$ cat src/rtl/pipe_addsub.sv
// ----------------------------------------------------------------------------
// pipe_addsub
//
// Pipelined add/subtract unit. The WIDTH-bit carry chain is split into
// STAGES slices of S = WIDTH/STAGES bits. Each slice is added by a chain of
// 4-bit carry-lookahead blocks, and the slice carry-out is registered into
// the next stage. Operands that have not been added yet travel with the
// pipeline, and so do the sum slices that are already complete. A
// bubble-collapsing valid/ready handshake lets empty stages fill even while
// the output is stalled.
//
// Parameters
//   WIDTH   operand/result width; must be a multiple of 4*STAGES
//   STAGES  pipeline depth (>= 1); latency is STAGES cycles
//
// Ports
//   clk_i        clock, rising edge
//   rst_i        asynchronous active-high reset
//   in_valid_i   operands present
//   in_ready_o   unit accepts operands this cycle
//   a_i, b_i     operands
//   cin_i        carry-in; used only for addition
//   sub_i        1: a_i - b_i, 0: a_i + b_i + cin_i
//   out_valid_o  result present
//   out_ready_i  consumer takes the result this cycle
//   sum_o        result
//   cout_o       carry out of the MSB (for subtraction, 1 = no borrow)
//   of_o         signed overflow
//   zero_o       sum_o == 0
// ----------------------------------------------------------------------------
module pipe_addsub #(
    parameter int WIDTH  = 32,
    parameter int STAGES = 4
) (
    input  logic             clk_i,
    input  logic             rst_i,
    input  logic             in_valid_i,
    output logic             in_ready_o,
    input  logic [WIDTH-1:0] a_i,
    input  logic [WIDTH-1:0] b_i,
    input  logic             cin_i,
    input  logic             sub_i,
    output logic             out_valid_o,
    input  logic             out_ready_i,
    output logic [WIDTH-1:0] sum_o,
    output logic             cout_o,
    output logic             of_o,
    output logic             zero_o
);

    localparam int S  = WIDTH / STAGES;  // slice width per stage
    localparam int NB = S / 4;           // CLA blocks per slice

    // 4-bit carry-lookahead block: returns {carry_out, sum[3:0]}
    function automatic logic [4:0] cla4(input logic [3:0] x,
                                        input logic [3:0] y,
                                        input logic       c0);
        logic [3:0] g;
        logic [3:0] p;
        logic [4:0] c;
        g    = x & y;
        p    = x ^ y;
        c[0] = c0;
        c[1] = g[0] | (p[0] & c0);
        c[2] = g[1] | (p[1] & g[0]) | (p[1] & p[0] & c0);
        c[3] = g[2] | (p[2] & g[1]) | (p[2] & p[1] & g[0])
             | (p[2] & p[1] & p[0] & c0);
        c[4] = g[3] | (p[3] & g[2]) | (p[3] & p[2] & g[1])
             | (p[3] & p[2] & p[1] & g[0]) | (p[3] & p[2] & p[1] & p[0] & c0);
        return {c[4], p ^ c[3:0]};
    endfunction

    // Per-stage register contents, exported from the generate blocks
    logic [STAGES-1:0]            v_w;
    logic [STAGES-1:0]            c_w;
    logic [STAGES-1:0]            load_w;
    logic [STAGES-1:0][WIDTH-1:0] a_w;
    logic [STAGES-1:0][WIDTH-1:0] bx_w;
    logic [STAGES-1:0][WIDTH-1:0] sum_w;
    logic [STAGES:0]              ready;

    // Next-state values from the final stage, for the flag registers
    logic             cmsb_d;
    logic [WIDTH-1:0] last_sum_d;
    logic             cmsb_q;
    logic             zero_q;

    // A stage can take new data if it is empty or its content moves on.
    // Computed in one block, from the output end backwards.
    always_comb begin
        ready         = '0;
        ready[STAGES] = out_ready_i;
        for (int k = STAGES - 1; k >= 0; k--) begin
            ready[k] = !v_w[k] || ready[k+1];
        end
    end

    genvar gi;
    generate
        for (gi = 0; gi < STAGES; gi++) begin : g_stage
            logic             up_valid;
            logic [WIDTH-1:0] a_in;
            logic [WIDTH-1:0] bx_in;
            logic [WIDTH-1:0] sum_in;
            logic             c_in;
            logic [S-1:0]     slice_sum;
            logic             c_out;
            logic             carry;
            logic [4:0]       blk;
            logic [WIDTH-1:0] sum_d;
            logic             v_q;
            logic             c_q;
            logic [WIDTH-1:0] a_q;
            logic [WIDTH-1:0] bx_q;
            logic [WIDTH-1:0] sum_q;

            if (gi == 0) begin : g_src_in
                // B is inverted once on entry; carry-in becomes 1 for SUB
                assign up_valid = in_valid_i;
                assign a_in     = a_i;
                assign bx_in    = sub_i ? ~b_i : b_i;
                assign c_in     = sub_i | cin_i;
                assign sum_in   = '0;
            end else begin : g_src_prev
                assign up_valid = v_w[gi-1];
                assign a_in     = a_w[gi-1];
                assign bx_in    = bx_w[gi-1];
                assign c_in     = c_w[gi-1];
                assign sum_in   = sum_w[gi-1];
            end

            // Add this stage's slice and splice it into the travelling sum
            always_comb begin
                carry     = c_in;
                slice_sum = '0;
                blk       = '0;
                for (int bi = 0; bi < NB; bi++) begin
                    blk = cla4(a_in[gi*S + 4*bi +: 4], bx_in[gi*S + 4*bi +: 4], carry);
                    slice_sum[4*bi +: 4] = blk[3:0];
                    carry = blk[4];
                end
                c_out = carry;
                sum_d = sum_in;
                sum_d[gi*S +: S] = slice_sum;
            end

            assign load_w[gi] = up_valid && ready[gi];

            always_ff @(posedge clk_i or posedge rst_i) begin
                if (rst_i) begin
                    v_q   <= 1'b0;
                    c_q   <= 1'b0;
                    a_q   <= '0;
                    bx_q  <= '0;
                    sum_q <= '0;
                end else begin
                    // When ready but upstream is empty, the stage drains to a bubble
                    if (ready[gi]) begin
                        v_q <= up_valid;
                    end
                    if (load_w[gi]) begin
                        c_q   <= c_out;
                        a_q   <= a_in;
                        bx_q  <= bx_in;
                        sum_q <= sum_d;
                    end
                end
            end

            assign v_w[gi]   = v_q;
            assign c_w[gi]   = c_q;
            assign a_w[gi]   = a_q;
            assign bx_w[gi]  = bx_q;
            assign sum_w[gi] = sum_q;

            if (gi == STAGES - 1) begin : g_msb
                // Carry into the MSB recovered from its sum bit: s = a ^ b ^ c
                assign cmsb_d     = a_in[WIDTH-1] ^ bx_in[WIDTH-1] ^ slice_sum[S-1];
                assign last_sum_d = sum_d;
            end
        end
    endgenerate

    // MSB carry-in and zero flag are registered with the final stage so the
    // reset value of every flag is 0, not something derived from SUM=0.
    always_ff @(posedge clk_i or posedge rst_i) begin
        if (rst_i) begin
            cmsb_q <= 1'b0;
            zero_q <= 1'b0;
        end else if (load_w[STAGES-1]) begin
            cmsb_q <= cmsb_d;
            zero_q <= ~|last_sum_d;
        end
    end

    // The final stage's operand copy has no reader
    logic unused_last_ops;
    assign unused_last_ops = ^{a_w[STAGES-1], bx_w[STAGES-1]};

    assign in_ready_o  = ready[0];
    assign out_valid_o = v_w[STAGES-1];
    assign sum_o       = sum_w[STAGES-1];
    assign cout_o      = c_w[STAGES-1];
    assign of_o        = cmsb_q ^ c_w[STAGES-1];
    assign zero_o      = zero_q;

endmodule

$ cat config.mk
export PLATFORM = sky130hd
export DESIGN_NAME = pipe_addsub
export DESIGN_NICKNAME = d
export VERILOG_FILES = /design/src/rtl/pipe_addsub.sv
export SDC_FILE = /design/constraint.sdc
export NUM_CORES = 1
export LEC_CHECK = 0
export CORE_ASPECT_RATIO = 0.8
export CORE_MARGIN = 5
export CORE_UTILIZATION = 50
export CTS_BUF_LIST = sky130_fd_sc_hd__clkbuf_16
export CTS_CLUSTER_SIZE = 28
export DETAILED_ROUTE_END_ITERATION = 10
export PLACE_DENSITY = 0.76
export SYNTH_ARGS = -nofsm -noshare
export SYNTH_HDL_FRONTEND = slang
export SYNTH_SLANG_ARGS = --single-unit
export TNS_END_PERCENT = 50
$ cat constraint.sdc
create_clock -name clk_i -period 5.53 [get_ports clk_i]
set_input_delay 0.8295 -clock clk_i [delete_from_list [all_inputs] [get_ports clk_i]]
set_output_delay 0.8295 -clock clk_i [all_outputs]
set_load 0.01 [all_outputs]
==> results_tabular.tex, run 1 <==
\begin{tabular}{lr}
\hline
Metric & Value \\
\hline
\multicolumn{2}{l}{\textbf{Min path}} \\
Hold path startpoint & g\_stage[0].bx\_q[21] \\
Worst hold path class & reg -> reg \\
Cell depth of the worst hold path & 2 \\
Terminating pin of the worst hold path & g\_stage[0].bx\_q[21] \\
\multicolumn{2}{l}{\textbf{Global routing}} \\
Largest net degree at the start of global routing & roughly 190 \\
First-pass GRT wire length & 28.5 mm \\
Grt total ovfl & 0 \\
Tot GR Track Use & 0.185 \\
Antenna violations before repair & 0 \\
Via count of the first global-routing pass & between 5,000 and 6,000 \\
\multicolumn{2}{l}{\textbf{Worst setup path}} \\
Beginning of the critical path & g\_stage[2].a\_q[24] \\
Critical path class & reg -> reg \\
Internal reg-to-reg setup slack & 2090 ps \\
Max Fanout on Critical Path & 4 \\
Capture instance of the worst register-to-register path & zero\_o \\
CP arrival & approximately 3800 ps \\
Number of buffer and inverter stages on the critical path & 0 \\
Startpoint of the worst-slack reg-to-reg timing path & g\_stage[2].a\_q[24] \\
Worst Setup End Kind & flip-flop \\
Required time of the worst setup path & $\sim$6000 ps \\
Number of cell instances on the worst register-to-register path & 10 \\
Startpoint kind of the worst setup timing path & flip-flop \\
Cell-by-cell trace of the critical path & ha\_1, a21o\_1, a221o\_1, or2\_2, fa\_1, nor4\_1, nand4\_1, nor4\_1, nand4\_1, o31ai\_1 \\
Gate family responsible for the most delay along the worst path & simple AND/OR/NAND/NOR gates \\
Critical path's largest stage delay & 470 ps \\
Slowest-stage cell, CP & fa\_1 \\
\multicolumn{2}{l}{\textbf{Drt}} \\
1st-iter DRT viols & between 300 and 400 \\
Total iterations of the first detailed-routing run & 4 \\
Post-route DRC violation count & 0 \\
Via density per instance & 5.29 \\
Detail Route Antenna Nets & 0 \\
Total Wirelength & around 17 mm \\
Routed wire per std cell & roughly 17 µm \\
Via Count & 5,224 \\
\multicolumn{2}{l}{\textbf{Floorplan}} \\
Top-Level Pins & 107 \\
Core ar. & 16,500 µm² \\
Die height & approximately 130 µm \\
Number of core rows & 42 \\
Total die area & 19,500 µm² \\
Initial standard-cell utilization of the core & 0.509 \\
Die width & approximately 150 µm \\
\multicolumn{2}{l}{\textbf{Timing}} \\
Transition time of the tightest slew-check pin & 1150 ps \\
Fin Hold WS & slightly below 500 ps \\
Final cycle utilization of the critical path & 0.623 \\
Hold violation total from the final report & 0 \\
RSZ-0062 raised after global routing & false \\
Relative slew slack & 0.228 \\
Count of final max-slew check failures & 0 \\
Period minus WS final & 3440 ps \\
Final-report setup violation count & 0 \\
Maximum frequency from static timing analysis & 0.290 GHz \\
Post-layout worst setup margin & about 2100 ps \\
Summed negative setup slack over all endpoints & 0 ps \\
Fin Clk Skew & between 10 and 15 ps \\
\multicolumn{2}{l}{\textbf{Layout}} \\
Fraction of final layout cells with drive strength greater than 1 & 0.222 \\
Total Nets Final & 864 \\
Synthesis-to-layout area growth & 22.4\% \\
Number of antenna cells inserted & 0 \\
Number of standard cells in the layout, taps in and fillers out & a little under 1,000 \\
\multicolumn{2}{l}{\textbf{CTS}} \\
Number of clock sinks seen by CTS & 186 \\
Maximum level of the CTS H-tree & 4 \\
Root Buffer Master & clkbuf\_16 \\
Clk\_lat worst skew & 430 ps \\
Number of buffers inserted by hold repair at cts & 0 \\
Clock tree from TritonCTS & done \\
Maximum number of buffers from clock root to sink & 2 \\
Number of clock buffers inserted by TritonCTS & 17 \\
Setup fix buffers added after clock tree synthesis & 0 \\
Clock-pin slew of the registers on the worst-case setup and hold paths & around 60 ps \\
Gates resized, CTS repair & 0 \\
\multicolumn{2}{l}{\textbf{Synthesis}} \\
Yosys cell types & 40 \\
Cells after synthesis & $\sim$650 \\
Cell Area, Synth & 8390 µm² \\
Synth Register Bits & between 150 and 200 \\
Avg Inst Size Synth & $\sim$13 µm² \\
Number of warnings reported in the yosys synthesis log & 0 \\
Seq/Total Area, Yosys & 0.555 \\
Synth Net Count & between 700 and 800 \\
\multicolumn{2}{l}{\textbf{Placed design}} \\
Worst slack after detailed placement & 2020 ps \\
RePlAce Congestion & just over 0.8 \\
Port Buf Inserts & roughly 110 \\
Placed cells & between 900 and 1,000 \\
DP Wirelength & 12.0 mm \\
\multicolumn{2}{l}{\textbf{Power}} \\
Highest ir drop seen on vdd & 0.341 mV \\
Leakage & around 0.0045 µW \\
Total power per unit cell area & $\sim$500 nW/µm² \\
\multicolumn{2}{l}{\textbf{Status}} \\
Outcome & complete, no violations \\
\multicolumn{2}{l}{\textbf{Flow run}} \\
Maximum capacitance violations & 0 \\
\hline
\end{tabular}
==> cell type report <==
type	count	area (µm²)
clock buffer	17	425
clock inverter	15	181
fill	1260	6230
inverter	15	60.1
multi-input combinational	424	3580
sequential	186	4650
tap	220	275
timing repair buffer	110	1100
==> worst max path at each step <==
stage,to,cells past startpoint
final,zero_o,10
after detailed placement,g_stage[0].sum_q[5],10
after CTS,zero_o,10
after global placement,zero_o,10
after floorplan,cmsb_q,1
after global routing,zero_o,10
==> synth_stat cells <==
cell,instances,share of area
a2111o_1,2,0.0027
a211o_1,2,0.0021
a211oi_1,3,0.0027
a21o_1,10,0.0089
a21oi_1,16,0.0095
a221o_1,1,0.0012
and3_1,5,0.0037
buf_1,9,0.0040
buf_2,6,0.0036
clkbuf_1,13,0.0058
dfrtp_1,186,0.55
fa_1,8,0.019
ha_1,32,0.048
inv_1,15,0.0067
mux2_2,129,0.17
nand2_1,58,0.026
nand2b_1,7,0.0052
nand3_1,5,0.0030
nand3b_1,1,0.00089
nand4_1,4,0.0030
nand4b_1,1,0.0010
nor2_1,6,0.0027
nor3_1,4,0.0024
nor3b_1,4,0.0036
nor4_1,8,0.0060
nor4b_1,2,0.0021
o21a_1,1,0.00089
o21ai_0,46,0.027
o21bai_1,2,0.0018
o221a_2,1,0.0013
o31a_1,2,0.0021
o31ai_1,4,0.0036
o32a_1,1,0.0012
o41a_1,2,0.0027
or2_1,1,0.00075
or2_2,1,0.00075
or3_1,3,0.0022
or4_1,2,0.0018
xnor2_1,30,0.031
xor2_1,20,0.021
==> worst min-delay path: cells and delay by family (launching register included) <==
| kind | cells | cell delay [ps] |
|---|---|---|
| DFF | 1 | 340 |
| AOI/OAI and AO/OA | 1 | 60 |
| and+or+nand+nor | 1 | 50 |
==> stage by stage <==
step | power [µW] | cell area (µm²) | util
final | 5160 | 10300 | 0.622
after global routing | 5480 | 10300 | 0.622
after CTS | 5200 | 10300 | 0.622
after detailed placement | 3910 | 9660 | 0.586
after global placement | 3810 | 9660 | 0.586
after floorplan | 3220 | 8400 | -
==> cells in the final DEF (no fill, tap or decap), drive strengths merged, types with 2 or more instances in the layout <==
| cell type | instances |
|---|---|
| nand2 | 58 |
| nor3 | 4 |
| xnor2 | 30 |
| a2111o | 2 |
| o41a | 2 |
| bufinv | 4 |
| clkinvlp | 3 |
| dfrtp | 186 |
| fa | 8 |
| nor4b | 2 |
| inv | 16 |
| clkdlybuf4s50 | 105 |
| nor2 | 6 |
| nor3b | 4 |
| a211oi | 3 |
| o21ai | 46 |
| clkbuf | 17 |
| clkinv | 7 |
| a211o | 2 |
| nor4 | 8 |
| or2 | 2 |
| ha | 32 |
| xor2 | 20 |
| and3 | 5 |
| nand3 | 5 |
| o31a | 2 |
| buf | 5 |
| o21bai | 2 |
| nand4 | 4 |
| a21o | 10 |
| o31ai | 4 |
| nand2b | 7 |
| a21oi | 16 |
| mux2 | 129 |
| or4 | 2 |
| or3 | 3 |
==> power by group <==
part           switching (µW)  internal, µW
combinational             777           958
sequential                330          1830
clock                     509           749
total                    1620          3540
==> routing by layer <==
layer / vias up / share of wire / global-route usage
met4: 0 / 0.017 / 0.0566
met2: 91 / 0.49 / 0.298
li1: 2509 / - / -
met5: - / 0 / 0
met3: 17 / 0.037 / 0.0446
met1: 2607 / 0.46 / 0.251
==> kinds of logic (layout without fill, tap and decap cells) <==
kind of cell / Yosys count / after routing / share of synthesized area
buffers and inverters: 43 / 157 / 0.0201
and+or+nand+nor: 112 / 112 / 0.0650
xor gates and xnor gates: 50 / 50 / 0.0522
muxes: 129 / 129 / 0.173
adders and majority gates: 40 / 40 / 0.0668
AOI/OAI and AO/OA: 93 / 93 / 0.0681
DFF: 186 / 186 / 0.555
==> state kept, by name (all words and copies together), names as in the netlist <==
signal         count
g_stage.v_q        3
g_stage.bx_q      48
g_stage.a_q       48
cout_o             1
g_stage.c_q        3
zero_o             1
sum_o             32
out_valid_o        1
g_stage.sum_q     48
cmsb_q             1
(Power assumes the default switching activity.)
==> run 2, diff against run 1 <==
==> constraint.sdc (replaced) <==
create_clock -name clk_i -period 3.06 [get_ports clk_i]
set_input_delay 0.459 -clock clk_i [delete_from_list [all_inputs] [get_ports clk_i]]
set_output_delay 0.459 -clock clk_i [all_outputs]
set_load 0.01 [all_outputs]
==> results_tabular.tex, run 2 (synthesis results as in run 1) <==
\begin{tabular}{lr}
\hline
Metric & Value \\
\hline
\multicolumn{2}{l}{\textbf{Timing}} \\
Transition time of the tightest slew-check pin & 530 ps (-624 ps) \\
Final cycle utilization of the critical path & 0.979 (+0.356) \\
Hold violation total from the final report & 0 (unchanged) \\
Fin Hold WS & 416 ps (-64.1 ps) \\
Period minus WS final & 2990 ps (-449 ps) \\
Count of final max-slew check failures & 0 (unchanged) \\
Maximum frequency from static timing analysis & 0.334 GHz (+15\%) \\
Final-report setup violation count & 0 (unchanged) \\
Post-layout worst setup margin & 65.7 ps (-2020 ps) \\
Relative slew slack & 0.647 (+0.419) \\
RSZ-0062 raised after global routing & true \\
Fin Clk Skew & 8.47 ps (-2.34 ps) \\
\multicolumn{2}{l}{\textbf{Worst setup path}} \\
Max Fanout on Critical Path & 4 (unchanged) \\
Cell-by-cell trace of the critical path & ha\_1, a21o\_1, a221o\_1, or2\_4, fa\_1, nor4\_2, nand4\_1, nor4\_2, nand4\_1, o31ai\_1 \\
CP arrival & 3320 ps (-460 ps) \\
Startpoint kind of the worst setup timing path & flip-flop \\
Critical path class & reg -> reg \\
Critical path's largest stage delay & 470 ps (about the same) \\
Required time of the worst setup path & 3390 ps (-2480 ps) \\
Worst Setup End Kind & flip-flop \\
Slowest-stage cell, CP & fa\_1 \\
\multicolumn{2}{l}{\textbf{Floorplan}} \\
Top-Level Pins & 107 (unchanged) \\
Die height & 126 µm (unchanged) \\
Total die area & 19,500 µm² (unchanged) \\
Core ar. & 16,500 µm² (unchanged) \\
Die width & 155 µm (unchanged) \\
Initial standard-cell utilization of the core & 0.509 (unchanged) \\
Number of core rows & 42 (unchanged) \\
\multicolumn{2}{l}{\textbf{Power}} \\
Post-layout power & 9020 µW (+75\%) \\
Leakage & 0.00449 µW (-0.28\%) \\
Total power per unit cell area & 876 nW/µm² (+75\%) \\
Highest ir drop seen on vdd & 0.453 mV (+33\%) \\
\multicolumn{2}{l}{\textbf{Drt}} \\
Via density per instance & 5.30 (+0.14\%) \\
Detail Route Antenna Nets & 0 (unchanged) \\
1st-iter DRT viols & 333 (+3.4\%) \\
Total iterations of the first detailed-routing run & 4 (unchanged) \\
Total Wirelength & 16.4 mm (-4.3\%) \\
Post-route DRC violation count & 0 (unchanged) \\
Routed wire per std cell & 16.5 µm (-4.7\%) \\
Via Count & 5,258 (+0.65\%) \\
\multicolumn{2}{l}{\textbf{Layout}} \\
Fraction of final layout cells with drive strength greater than 1 & 0.227 (+0.00504) \\
Number of standard cells in the layout, taps in and fillers out & 992 (+0.51\%) \\
Filler Cells Inserted & 1,275 (+1.2\%) \\
Number of antenna cells inserted & 0 (unchanged) \\
Commonest non-fill, non-tap cell in the layout & dfrtp\_1 \\
Total Nets Final & 869 (+0.58\%) \\
Synthesis-to-layout area growth & 22.7\% \\
Largest registers & g\_stage.a\_q (48), g\_stage.bx\_q (48), g\_stage.sum\_q (48) \\
Core utilization of the finished layout & 0.624 (+0.00136) \\
Most frequent cells in the layout & 186 x dfrtp\_1, 129 x mux2\_2, 105 x clkdlybuf4s50\_1, 55 x nand2\_1, 46 x o21ai\_0 \\
\multicolumn{2}{l}{\textbf{CTS}} \\
Root Buffer Master & clkbuf\_16 \\
Number of clock buffers inserted by TritonCTS & 17 (unchanged) \\
Number of buffers inserted by hold repair at cts & 0 (unchanged) \\
Maximum level of the CTS H-tree & 4 (unchanged) \\
Maximum number of buffers from clock root to sink & 2 (unchanged) \\
Clock tree from TritonCTS & done \\
Setup fix buffers added after clock tree synthesis & 0 (unchanged) \\
Clock-pin slew of the registers on the worst-case setup and hold paths & 70 ps (about the same) \\
Number of clock sinks seen by CTS & 186 (unchanged) \\
Clk\_lat worst skew & 430 ps (about the same) \\
\multicolumn{2}{l}{\textbf{Global routing}} \\
Tot GR Track Use & 0.177 (-0.00801) \\
Via count of the first global-routing pass & 5,566 (+0.80\%) \\
First-pass GRT wire length & 27.8 mm (-2.7\%) \\
Antenna violations before repair & 1 (+1) \\
Largest net degree at the start of global routing & 100 (-47\%) \\
Grt total ovfl & 0 (unchanged) \\
\multicolumn{2}{l}{\textbf{Placed design}} \\
Placed cells & 960 (+0.52\%) \\
Port Buf Inserts & 106 (unchanged) \\
Worst slack after detailed placement & -75.5 ps (-2090 ps) \\
RePlAce Congestion & 0.838 (+1.7\%) \\
DP Wirelength & 12.0 mm (+0.31\%) \\
\multicolumn{2}{l}{\textbf{Flow run}} \\
Maximum capacitance violations & 0 (unchanged) \\
\multicolumn{2}{l}{\textbf{Min path}} \\
Worst hold path class & in -> async \\
\multicolumn{2}{l}{\textbf{Status}} \\
Outcome & complete, no violations \\
\hline
\end{tabular}
-- run 2: final timing paths --
kind                                     start  slack [ps]  depth (start not counted)             endpoint
max                         g_stage[2].a_q[24]          70                         10               zero_o
min reg2reg                g_stage[0].sum_q[5]         480                          2  g_stage[0].sum_q[5]
min                                      rst_i         420                          2  g_stage[0].bx_q[22]
min in group clk_i         g_stage[0].sum_q[5]         480                          2  g_stage[0].sum_q[5]
max in group asynchronous                rst_i        1770                          3       g_stage[1].v_q
max reg2reg                 g_stage[2].a_q[24]          70                         10               zero_o
-- run 2: area by class of cell --
cell class / count / area, µm² / area share
clock buffer: 17 / 425 / 0.0413
tap: 220 / 275 / 0.0267
multi-input combinational: 424 / 3600 / 0.350
clock inverter: 15 / 88.8 / 0.00863
sequential: 186 / 4650 / 0.452
timing repair buffer: 115 / 1190 / 0.115
inverter: 15 / 60.1 / 0.00583
-- run 2: per-layer routing --
metal | vias up | track usage | wire length (µm)
met3 | 26 | 0.0336 | 579
met4 | 2 | 0.0691 | 319
met2 | 90 | 0.268 | 7600
li1 | 2516 | - | -
met5 | - | 0 | 13
met1 | 2624 | 0.255 | 7890
-- run 2: report_power, final --
group	internal, µW	switching, µW	total, µW	leakage, µW
sequential	3320	611	3930	0.00223
combinational	1770	1390	3170	0.00201
clock	1020	907	1930	0.000246
-- run 2: critical path, delay by kind of cell (launching register included) --
family	cells	cell delay [ps]
DFF	1	430
and+or+nand+nor	5	890
AOI/OAI and AO/OA	3	790
adders and majority gates	2	800
-- run 2: metrics by stage --
step                cell area, µm²  setup TNS, ps
global route                 10300           -117
floorplan                     8400              0
detailed placement            9750          -75.5
finish                       10300              0
global placement              9750              0
CTS                          10300              0
-- run 2: repair_timing --
item / CTS / global route
pin swaps: 1 / 0
setup endpoints to repair: 1 / 1
resized for setup: 3 / 1
